--- src/rtl/mips_mc_pkg.sv ---
// Shared encodings and types for the multicycle MIPS core.
// Covers next-PC selects, opcodes and memory-access FSM states.
package mips_mc_pkg;

  localparam logic [1:0] PCSRC_ALU    = 2'b00;
  localparam logic [1:0] PCSRC_ALUOUT = 2'b01;
  localparam logic [1:0] PCSRC_JUMP   = 2'b10;
  localparam logic [1:0] PCSRC_HOLD   = 2'b11;

  localparam logic [5:0] OP_RTYPE = 6'h00;
  localparam logic [5:0] OP_LW    = 6'h23;
  localparam logic [5:0] OP_SW    = 6'h2B;
  localparam logic [5:0] OP_BEQ   = 6'h04;
  localparam logic [5:0] OP_ADDI  = 6'h08;
  localparam logic [5:0] OP_JMP   = 6'h02;

  typedef enum logic {
    A_IDLE = 1'b0,
    A_WAIT = 1'b1
  } acc_state_t;

  function automatic logic [31:0] jump_target(
    input logic [31:0] pc,
    input logic [31:0] ir
  );
    return {pc[31:28], ir[25:0], 2'b00};
  endfunction

endpackage

--- src/rtl/mc_mem_access_ctrl.sv ---
// Shared memory-port arbiter: req/ready handshake, request latch, stall.
// Completion strobes tell the top which register to load.
module mc_mem_access_ctrl
  import mips_mc_pkg::*;
#(
  parameter int DW = 32
) (
  input  logic          clk,
  input  logic          rst,
  input  logic          irwrite,
  input  logic          memwrite,
  input  logic          iord,
  input  logic [DW-1:0] pc,
  input  logic [DW-1:0] aluout,
  input  logic [DW-1:0] wdata,
  input  logic          mem_ready,
  output logic          mem_req,
  output logic          mem_we,
  output logic [DW-1:0] mem_addr,
  output logic [DW-1:0] mem_wdata,
  output logic          stall,
  output logic          load_ir,
  output logic          load_mdr
);

  acc_state_t state, state_nxt;

  logic          need;
  logic          start_wait;
  logic [DW-1:0] sel_addr;
  logic [DW-1:0] addr_q;
  logic [DW-1:0] wdata_q;
  logic          we_q;
  logic          ir_q;
  logic          mdr_q;

  assign need = irwrite | memwrite | (iord & ~memwrite);
  assign sel_addr = iord ? aluout : pc;
  assign start_wait = (state == A_IDLE) & need & ~mem_ready;

  always_ff @(posedge clk or posedge rst) begin
    if (rst) state <= A_IDLE;
    else     state <= state_nxt;
  end

  always_comb begin
    state_nxt = state;
    unique case (state)
      A_IDLE: if (need && !mem_ready) state_nxt = A_WAIT;
      A_WAIT: if (mem_ready)          state_nxt = A_IDLE;
    endcase
  end

  // Snapshot of the request; strobes are ignored until ready arrives.
  always_ff @(posedge clk or posedge rst) begin
    if (rst) begin
      addr_q  <= '0;
      wdata_q <= '0;
      we_q    <= 1'b0;
      ir_q    <= 1'b0;
      mdr_q   <= 1'b0;
    end else if (start_wait) begin
      addr_q  <= sel_addr;
      wdata_q <= wdata;
      we_q    <= memwrite;
      ir_q    <= irwrite & ~memwrite;
      mdr_q   <= iord & ~memwrite;
    end
  end

  always_comb begin
    mem_req   = 1'b0;
    mem_we    = 1'b0;
    mem_addr  = '0;
    mem_wdata = '0;
    stall     = 1'b0;
    load_ir   = 1'b0;
    load_mdr  = 1'b0;
    unique case (state)
      A_IDLE: begin
        if (need) begin
          mem_req   = 1'b1;
          mem_we    = memwrite;
          mem_addr  = sel_addr;
          mem_wdata = wdata;
          stall     = ~mem_ready;
          load_ir   = mem_ready & irwrite & ~memwrite;
          load_mdr  = mem_ready & iord & ~memwrite;
        end
      end
      A_WAIT: begin
        mem_req   = 1'b1;
        mem_we    = we_q;
        mem_addr  = addr_q;
        mem_wdata = wdata_q;
        stall     = ~mem_ready;
        load_ir   = mem_ready & ir_q;
        load_mdr  = mem_ready & mdr_q;
      end
    endcase
    // Reset aborts an access immediately, not at the next edge.
    if (rst) begin
      mem_req  = 1'b0;
      mem_we   = 1'b0;
      stall    = 1'b0;
      load_ir  = 1'b0;
      load_mdr = 1'b0;
    end
  end

endmodule

--- src/rtl/mc_fetch_mem_unit.sv ---
// PC / IR / MDR / ALUOut stage of the multicycle MIPS core.
// Memory port arbitration lives in mc_mem_access_ctrl.
module mc_fetch_mem_unit
  import mips_mc_pkg::*;
#(
  parameter int          DW       = 32,
  parameter logic [DW-1:0] RESET_PC = 32'h0000_0000
) (
  input  logic          i_clk,
  input  logic          i_reset,
  input  logic          i_pcwrite,
  input  logic          i_branch,
  input  logic [1:0]    i_pcsrc,
  input  logic          i_iord,
  input  logic          i_irwrite,
  input  logic          i_memwrite,
  input  logic [DW-1:0] i_alu_result,
  input  logic          i_zero,
  input  logic [DW-1:0] i_wdata,
  input  logic          i_mem_ready,
  input  logic [DW-1:0] i_mem_rdata,
  output logic          o_mem_req,
  output logic          o_mem_we,
  output logic [DW-1:0] o_mem_addr,
  output logic [DW-1:0] o_mem_wdata,
  output logic          o_stall,
  output logic [DW-1:0] o_pc,
  output logic [DW-1:0] o_instr,
  output logic [DW-1:0] o_mdr,
  output logic [DW-1:0] o_aluout
);

  logic [DW-1:0] pc_q, ir_q, mdr_q, aluout_q;
  logic [DW-1:0] pc_nxt;
  logic          pcen;
  logic          stall;
  logic          load_ir;
  logic          load_mdr;

  mc_mem_access_ctrl #(.DW(DW)) u_acc (
    .clk       (i_clk),
    .rst       (i_reset),
    .irwrite   (i_irwrite),
    .memwrite  (i_memwrite),
    .iord      (i_iord),
    .pc        (pc_q),
    .aluout    (aluout_q),
    .wdata     (i_wdata),
    .mem_ready (i_mem_ready),
    .mem_req   (o_mem_req),
    .mem_we    (o_mem_we),
    .mem_addr  (o_mem_addr),
    .mem_wdata (o_mem_wdata),
    .stall     (stall),
    .load_ir   (load_ir),
    .load_mdr  (load_mdr)
  );

  assign pcen = (i_pcwrite | (i_branch & i_zero)) & ~stall;

  always_comb begin
    pc_nxt = pc_q;
    unique case (i_pcsrc)
      PCSRC_ALU:    pc_nxt = i_alu_result;
      PCSRC_ALUOUT: pc_nxt = aluout_q;
      PCSRC_JUMP:   pc_nxt = jump_target(pc_q, ir_q);
      PCSRC_HOLD:   pc_nxt = pc_q;
    endcase
  end

  always_ff @(posedge i_clk or posedge i_reset) begin
    if (i_reset) pc_q <= RESET_PC;
    else if (pcen) pc_q <= pc_nxt;
  end

  always_ff @(posedge i_clk or posedge i_reset) begin
    if (i_reset) begin
      ir_q     <= '0;
      mdr_q    <= '0;
      aluout_q <= '0;
    end else begin
      if (load_ir)  ir_q  <= i_mem_rdata;
      if (load_mdr) mdr_q <= i_mem_rdata;
      if (!stall)   aluout_q <= i_alu_result;
    end
  end

  assign o_stall  = stall;
  assign o_pc     = pc_q;
  assign o_instr  = ir_q;
  assign o_mdr    = mdr_q;
  assign o_aluout = aluout_q;

endmodule

--- config.mk ---
export PLATFORM = sky130hd
export DESIGN_NAME = mc_fetch_mem_unit
export DESIGN_NICKNAME = d
export VERILOG_FILES = /design/src/rtl/mips_mc_pkg.sv /design/src/rtl/mc_mem_access_ctrl.sv /design/src/rtl/mc_fetch_mem_unit.sv
export SDC_FILE = /design/constraint.sdc
export NUM_CORES = 1
export LEC_CHECK = 0
export ABC_AREA = 1
export CAP_MARGIN = 20
export CORE_ASPECT_RATIO = 0.9
export CORE_MARGIN = 1
export CORE_UTILIZATION = 44
export CTS_BUF_LIST = sky130_fd_sc_hd__clkbuf_8
export CTS_CLUSTER_SIZE = 12
export DETAILED_ROUTE_END_ITERATION = 7
export PLACE_DENSITY_LB_ADDON = 0.1
export SYNTH_ARGS = -nofsm -noshare
export SYNTH_HDL_FRONTEND = slang
export SYNTH_SLANG_ARGS = --single-unit
--- constraint.sdc ---
create_clock -name i_clk -period 8.23 [get_ports i_clk]
set_input_delay 1.646 -clock i_clk [delete_from_list [all_inputs] [get_ports i_clk]]
set_output_delay 1.646 -clock i_clk [all_outputs]
set_load 0.1 [all_outputs]
* After elaboration in Yosys (flattened, before gate mapping)
Cells that the tools add are included.
** Cells by class
- Equality and inequality tests :: 3
- Multiplexer cells :: 24
- Bitwise gates (word level) :: 21
- Reduce and logical (&&, ||, !) cells :: 5
** Operators with widths (count)
- 32-bit one-hot mux with 2 select lines :: 2
- 32-bit 2-to-1 mux :: 3
- 32-bit one-hot mux with 3 select lines :: 1
- 1-bit bitwise AND :: 12
- 1-bit 2-to-1 mux :: 12
- 1-bit one-hot mux with 2 select lines :: 6
- 1-bit inverter :: 6
- 2-bit == test, second input constant :: 2
- 1-bit OR :: 3
- 3-bit AND reduction :: 1
- 2-bit by 1-bit == test with 1-bit output, second input constant :: 1
- 2-bit logical NOT :: 1
- 2-bit AND reduction :: 1
- 1-bit logical AND :: 1
- 1-bit logical NOT :: 1
** Word-level totals
- Register bits :: 196
- Bits of input ports :: 107
- Output and inout port bits :: 195
- Logic and storage cells :: 64

* Longest topological paths before layout
Gate-level depths: netlist (run 1).
- Word-level depth :: 9
- Mapped depth :: 9
- Mapped depth without buffers :: 7

* By module
A second synthesis (run 1) with hierarchy kept.
** Unflattened totals
- Cell total of the unflattened synthesis :: 1234
- Area, all modules :: 9824.4 µm²
** Modules (own cells, without submodules)
- mc_fetch_mem_unit :: instances 1, cells each 604, area each 5640.4 µm², sequential area each 3203.1 µm²
- mc_mem_access_ctrl :: instances 1, cells each 630, area each 4184.0 µm², sequential area each 1701.6 µm²

* Worst setup path before layout (run 1)
OpenSTA, ideal clock, no wires.
- Kind :: in2out
- Start point :: input i_reset
- End point :: output o_mem_we
- Arrival :: 7.658 ns
- Required time :: 6.584 ns
- Slack :: -1.074 ns
- Stages on the path :: 3
- Path buffers :: 0
- Cell sequence :: inv_1 o21ai_0 nor2_1
** On the way
- Word-level cells in the longest chain between the ends :: 1
** Ends and longest elaborated chain
- start, declared :: line mc_fetch_mem_unit.sv:10 : input logic i_reset,
- 1-bit 2-to-1 mux :: line mc_mem_access_ctrl.sv:102 : if (rst) begin
- end, declared :: line mc_fetch_mem_unit.sv:23 : output logic o_mem_we,
Every way passes these cells.

* Worst setup path after layout (run 1)
- Start point :: input i_iord
- End point :: output o_mem_wdata[12]
** On the way
- Word-level cells in the longest chain between the ends :: 4
** Ends and longest elaborated chain
- start, declared :: line mc_fetch_mem_unit.sv:14 : input logic i_iord,
- 1-bit bitwise AND :: line mc_mem_access_ctrl.sv:37 : assign need = irwrite | memwrite | (iord & ~memwrite);
- 1-bit OR :: line mc_mem_access_ctrl.sv:37
- 32-bit 2-to-1 mux :: line mc_mem_access_ctrl.sv:81 : if (need) begin
- 32-bit one-hot mux with 2 select lines :: line mc_mem_access_ctrl.sv:79 : unique case (state)
- end, declared :: line mc_fetch_mem_unit.sv:25 : output logic [DW-1:0] o_mem_wdata,
Every way passes these cells.

==> flow_summary_export.csv, run 1 <==
group,metric,value,unit
run_status,status,"finished clean",
clock_network,postCtsSetupBuffers,0,
die,die_h,143,um
min_path,min_to,"o_mdr[26]",
min_path,whs_path_depth,2,
global_routing,grt_pass1_wl,42600,um
detailed_routing,first_iter_violations,674,
critical_path,worstSetupPathType,"in2out",
sta,max_freq,154,MHz
global_routing,grt_pass1_vias,7760,
placed_design,place_congestion,0.850,
detailed_routing,viasPerCell,4.87,
synthesis,synth_seq_area_share,50.8,%
clock_network,holdBufCountCts,0,
clock_network,cts_resized,0,
detailed_routing,firstDrtPassIters,5,
sta,rsz0062_at_grt,"no",
placed_design,port_buffers,301,
cells_and_area,nNetsFinal,1546,
power,powerDensity,298,nW/um2
critical_path,r2r_cells,8,
critical_path,reg2reg_slack,5.43,ns
critical_path,end_kind,"output pin",
critical_path,cp.depth,6,
synthesis,ys_warn_count,0,
sta,hold_viol,0,
sta,maxSlewViolCount,0,
die,core_area,21600,um2
power,ir_worst_vdd,0.185,mV
min_path,hp-start,"o_mdr[26]",
clock_network,numCtsBuffers,17,
sta,timing.final.crit_share,79.1,%
clock_network,cts-root-buf,"clkbuf_8",
critical_path,worst-path-max-fanout,42,
sta,worst_pin_slew,1.04,ns
run,drv_cap,0,
global_routing,grt-ovfl-total,0,
synthesis,syn-num-nets,1289,
clock_network,clk_pin_slew,0.11,ns
critical_path,cp.buffers_inverters,2,
critical_path,start_kind,"input port",
detailed_routing,wl_per_cell,15.4,um
power,p_leak,6.28,nW
die,io_pins,302,
critical_path,worstPathArrival,4.86,ns
detailed_routing,ant_nets,0,
die,start_util,44.8,%
die,dieArea,22600,um2
cells_and_area,utilization,60.6,%
min_path,worstHoldPathType,"reg2reg",
critical_path,critical_path.max_stage_delay,1.18,ns
clock_network,clock-sinks,196,
critical_path,crit_required,6.58,ns
global_routing,grt_max_degree,88,
critical_path,worstReg2RegStart,"u_acc.state",
clock_network,htree_num_levels,4,
global_routing,antenna_found_initial,1,
placed_design,dp.cells,1706,
placed_design,dp_hpwl,18600,um
critical_path,cp_slowest_cell,"clkdlybuf4s50_1",
cells_and_area,final_cell_count_no_fill,1741,
synthesis,synth_top_cell_by_area,"dfrtp_1",
die,dieWidth,158,um
clock_network,cts_tree,"yes",
synthesis,synth-seq-cells,196,
sta,fin_setup_tns,0,ns
synthesis,synth.avg_cell_area,8.19,um2
synthesis,synth.top_cell.area_share,50.8,%
synthesis,synth_area_leaders,"dfrtp_1, nand2_1, o21ai_0",
clock_network,clockBufferDepth,2,
sta,min_period,6.51,ns
detailed_routing,drt-total-wl,26900,um
synthesis,synth_cell_types,24,
clock_network,clkLatencyLatePin,0.47,ns
sta,finalSetupViolations,0,
die,num_rows,51,
synthesis,syn_inst,1179,
sta,slew_headroom,30.5,%
cells_and_area,area_delta_synth_final,35.2,%
detailed_routing,vias,8480,
global_routing,grtUsageTotal,24.5,%
critical_path,reg2reg_to,"o_pc[13]",
critical_path,crit_family,"buffers and inverters",
cells_and_area,drive_gt1_share,8.70,%
critical_path,crit_chain,"buf_2, nor2_8, nand2_4, nand2_1, o21ai_0, clkdlybuf4s50_1",
sta,fin_worst_skew,0.0179,ns
detailed_routing,drc,0,
synthesis,syn-cell-area,9660,um2
## worst max path at each step
stage                        from         endpoint  slack (ns)
after floorplan           i_reset          o_stall        1.21
after global placement     i_iord  o_mem_wdata[22]        1.87
after detailed placement   i_iord  o_mem_wdata[12]        1.67
after CTS                  i_iord  o_mem_wdata[12]        1.67
after global routing       i_iord  o_mem_wdata[12]        1.43
final                      i_iord  o_mem_wdata[12]        1.72
## worst min-delay path, cell delays in order (launching register included)
cell and delay [ns]:
dfrtp_1 0.36, nand2_1 0.06, o21ai_2 0.05
## stage by stage
| step | hold WS, ns | worst slack (ns) | area (um2) | total power [mW] |
|---|---|---|---|---|
| 2_1_floorplan | 0.448 | 1.21 | 9670 | 2.79 |
| 3_3_place_gp | 0.464 | 1.87 | 12600 | 3.27 |
| 3_5_place_dp | 0.467 | 1.67 | 12600 | 3.29 |
| 4_1_cts | 0.496 | 1.67 | 13000 | 3.91 |
| 5_1_grt | 0.515 | 1.43 | 13100 | 4.06 |
| 6_report | 0.491 | 1.72 | 13100 | 3.89 |
## per-layer routing
metal / track usage (%) / part of all wire, % / up-vias
met3: 8.22 / 9.1 / 35
met4: 7.49 / 1.8 / 0
met1: 35.8 / 46 / 3873
met2: 34.0 / 43 / 330
met5: 0 / 0 / -
li1: - / - / 4242
## synth_stat cells (all sizes together)
library cell / instances
dfrtp: 196
nand2: 484
mux2i: 26
nor2: 11
clkbuf: 21
ha: 3
nand3: 47
o21ai: 226
buf: 52
nand4: 4
inv: 108
a21oi: 1
## layout by cell type, fill, tap and decap left out, types with 2 or more instances in the layout
cell               n
buf_4              9
clkbuf_8          17
clkdlybuf4s50_1  299
clkinv_4           4
clkinvlp_4         2
dfrtp_1          196
ha_1               2
inv_1            107
inv_6              2
inv_8              4
mux2i_1           26
nand2_1          479
nand2_2            2
nand2_4            3
nand3_1           45
nand4_1            4
nor2_1             5
nor2_2             5
o21ai_0          138
o21ai_1           21
o21ai_2           67
## sequential cells by signal (all words and copies together), names as in the netlist
register and flops:
o_aluout 32, o_instr 32, o_mdr 32, o_pc 32, u_acc.addr_q 32, u_acc.wdata_q 32
u_acc.ir_q 1, u_acc.mdr_q 1, u_acc.state 1, u_acc.we_q 1
## report_power, final
group          switching [mW]  leakage (nW)  internal (mW)
sequential              0.120          2.45           1.13
combinational            1.57          3.64          0.449
clock                   0.371         0.202          0.249
## cells by family after synthesis
family | Yosys count | share of synthesized area, %
multiplexers | 26 | 2.69
AO/OA/AOI/OAI | 227 | 14.4
flip-flops | 196 | 50.8
buffers and inverters | 181 | 9.10
adder cells (fa/ha/maj) | 3 | 0.389
AND/OR/NAND/NOR | 546 | 22.7
## cell type report
type / instances / area [um2]
Antenna cell: 1 / 2.50
Clock buffer: 17 / 234
Clock inverter: 15 / 153
Fill cell: 1991 / 8500
Inverter: 108 / 417
Multi-Input combinational cell: 802 / 3880
Sequential cell: 196 / 4900
Tap cell: 291 / 364
Timing Repair Buffer: 311 / 3110
(Power assumes the default switching activity.)
==> run 2, diff against run 1 <==
==> constraint.sdc (replaced) <==
create_clock -name i_clk -period 5.44 [get_ports i_clk]
set_input_delay 1.088 -clock i_clk [delete_from_list [all_inputs] [get_ports i_clk]]
set_output_delay 1.088 -clock i_clk [all_outputs]
set_load 0.1 [all_outputs]
==> flow_summary_export.csv, run 2 (synthesized netlist as in run 1, its figures left out) <==
group,metric,value,unit
sta,min_period,4.50,ns
global_routing,grt_pass1_vias,7715,
sta,timing.final.crit_share,82.8,%
clock_network,htree_num_levels,4,
global_routing,antenna_found_initial,1,
detailed_routing,first_iter_violations,605,
cells_and_area,layout_commonest_cell,"nand2_1",
sta,holdWs,0.492,ns
sta,slew_headroom,30.2,%
detailed_routing,firstDrtPassIters,5,
clock_network,cts_resized,0,
cells_and_area,multi_input_area,3880,um2
min_path,worstHoldPathType,"reg2reg",
detailed_routing,dr_wl_met3,2210,um
detailed_routing,wl_per_cell,15.6,um
critical_path,r2r_cells,8,
sta,hold_viol,0,
die,start_util,44.8,%
clock_network,numCtsBuffers,17,
clock_network,holdBufCountCts,0,
cells_and_area,nNetsFinal,1544,
global_routing,grt_max_degree,142,
detailed_routing,drc,0,
sta,worst_pin_slew,1.05,ns
cells_and_area,ff_latch_area,4900,um2
sta,rsz0062_at_grt,"no",
sta,fin_setup_tns,0,ns
cells_and_area,drive_gt1_share,13.4,%
critical_path,reg2reg_slack,2.48,ns
global_routing,grt-ovfl-total,0,
cells_and_area,utilization,59.8,%
die,num_rows,51,
detailed_routing,drt-total-wl,27200,um
power,ir_worst_vdd,0.281,mV
power,powerDensity,453,nW/um2
clock_network,postCtsSetupBuffers,0,
cells_and_area,nFillCells,2050,
detailed_routing,top_layer,"met4",
run,drv_cap,0,
cells_and_area,final_cell_mix,"nand2_1, clkdlybuf4s50_1, dfrtp_1",
clock_network,clk_pin_slew,0.12,ns
die,dieArea,22600,um2
critical_path,worstReg2RegStart,"u_acc.state",
sta,maxSlewViolCount,0,
critical_path,crit_required,4.35,ns
critical_path,worstSetupPathType,"in2out",
die,die_h,143,um
detailed_routing,met1_length,12800,um
run_status,status,"finished clean",
sta,finalSetupViolations,0,
detailed_routing,wl_met2,11800,um
sta,max_freq,222,MHz
detailed_routing,vias,8417,
critical_path,end_kind,"output pin",
critical_path,start_kind,"input port",
sta,fin_worst_skew,0.0158,ns
power,p_leak,6.36,nW
cells_and_area,area_delta_synth_final,33.5,%
die,dieWidth,158,um
placed_design,dp_hpwl,18600,um
clock_network,clockBufferDepth,2,
detailed_routing,ant_nets,0,
global_routing,grtUsageTotal,24.5,%
global_routing,grt_pass1_wl,42000,um
critical_path,worstPathArrival,3.42,ns
critical_path,critPathLaunch,"i_irwrite",
min_path,whs_path_depth,2,
die,io_pins,302,
clock_network,cts_tree,"yes",
placed_design,place_congestion,0.873,
detailed_routing,viasPerCell,4.84,
critical_path,crit_end,"o_mem_wdata[30]",
clock_network,clock-sinks,196,
placed_design,port_buffers,301,
clock_network,cts-root-buf,"clkbuf_8",
critical_path,reg2reg_to,"o_pc[11]",
critical_path,worst-path-max-fanout,42,
die,core_area,21600,um2
clock_network,clkLatencyLatePin,0.47,ns
-- run 2: changes by cell type in the layout (fill, tap and decap cells not counted), sizes merged --
cell           delta
bufinv            -1
inv               +2
clkdlybuf4s50    -66
clkinvlp          -1
buf              +64
-- run 2: worst min-delay path by stage --
stage	start	endpoint
after detailed placement	o_mdr[26]	o_mdr[26]
after global placement	o_mdr[18]	o_mdr[18]
after floorplan	u_acc.we_q	u_acc.we_q
after global routing	o_mdr[22]	o_mdr[22]
after CTS	o_mdr[26]	o_mdr[26]
final	o_mdr[26]	o_mdr[26]
-- run 2: layout make-up --
type	instances	area share (%)
multi-input combinational	802	30.1
timing repair buffer	309	22.9
sequential	196	38.0
antenna	1	0.0194
clock buffer	17	1.81
clock inverter	15	1.13
inverter	108	3.23
tap	291	2.82
-- run 2: worst max-delay path: stages --
cell and delay [ns]:
clkdlybuf4s50_1 0.60, nor2_8 0.05, nand2_4 0.38, nand2_1 0.54
o21ai_0 0.51, buf_12 0.23
-- run 2: power by group --
part	switching (mW)	total [mW]	internal [mW]
Combinational	2.37	3.03	0.657
Sequential	0.178	1.89	1.71
Clock	0.584	0.925	0.340
-- run 2: per-layer routing --
| layer | track usage, % | vias to the layer above |
|---|---|---|
| li1 | - | 4232 |
| met1 | 35.5 | 3898 |
| met2 | 35.1 | 262 |
| met3 | 6.94 | 25 |
| met4 | 7.54 | 0 |
| met5 | 0 | - |
-- run 2: metrics by stage --
stage	power (mW)	area, um2	setup WS (ns)	instances
finish	5.85	12900	0.936	1739
global route	6.09	12900	0.760	1739
CTS	5.88	12900	0.929	1737
detailed placement	4.95	12500	0.930	1705
global placement	4.94	12500	1.05	1705
floorplan	4.23	9680	-0.310	1179
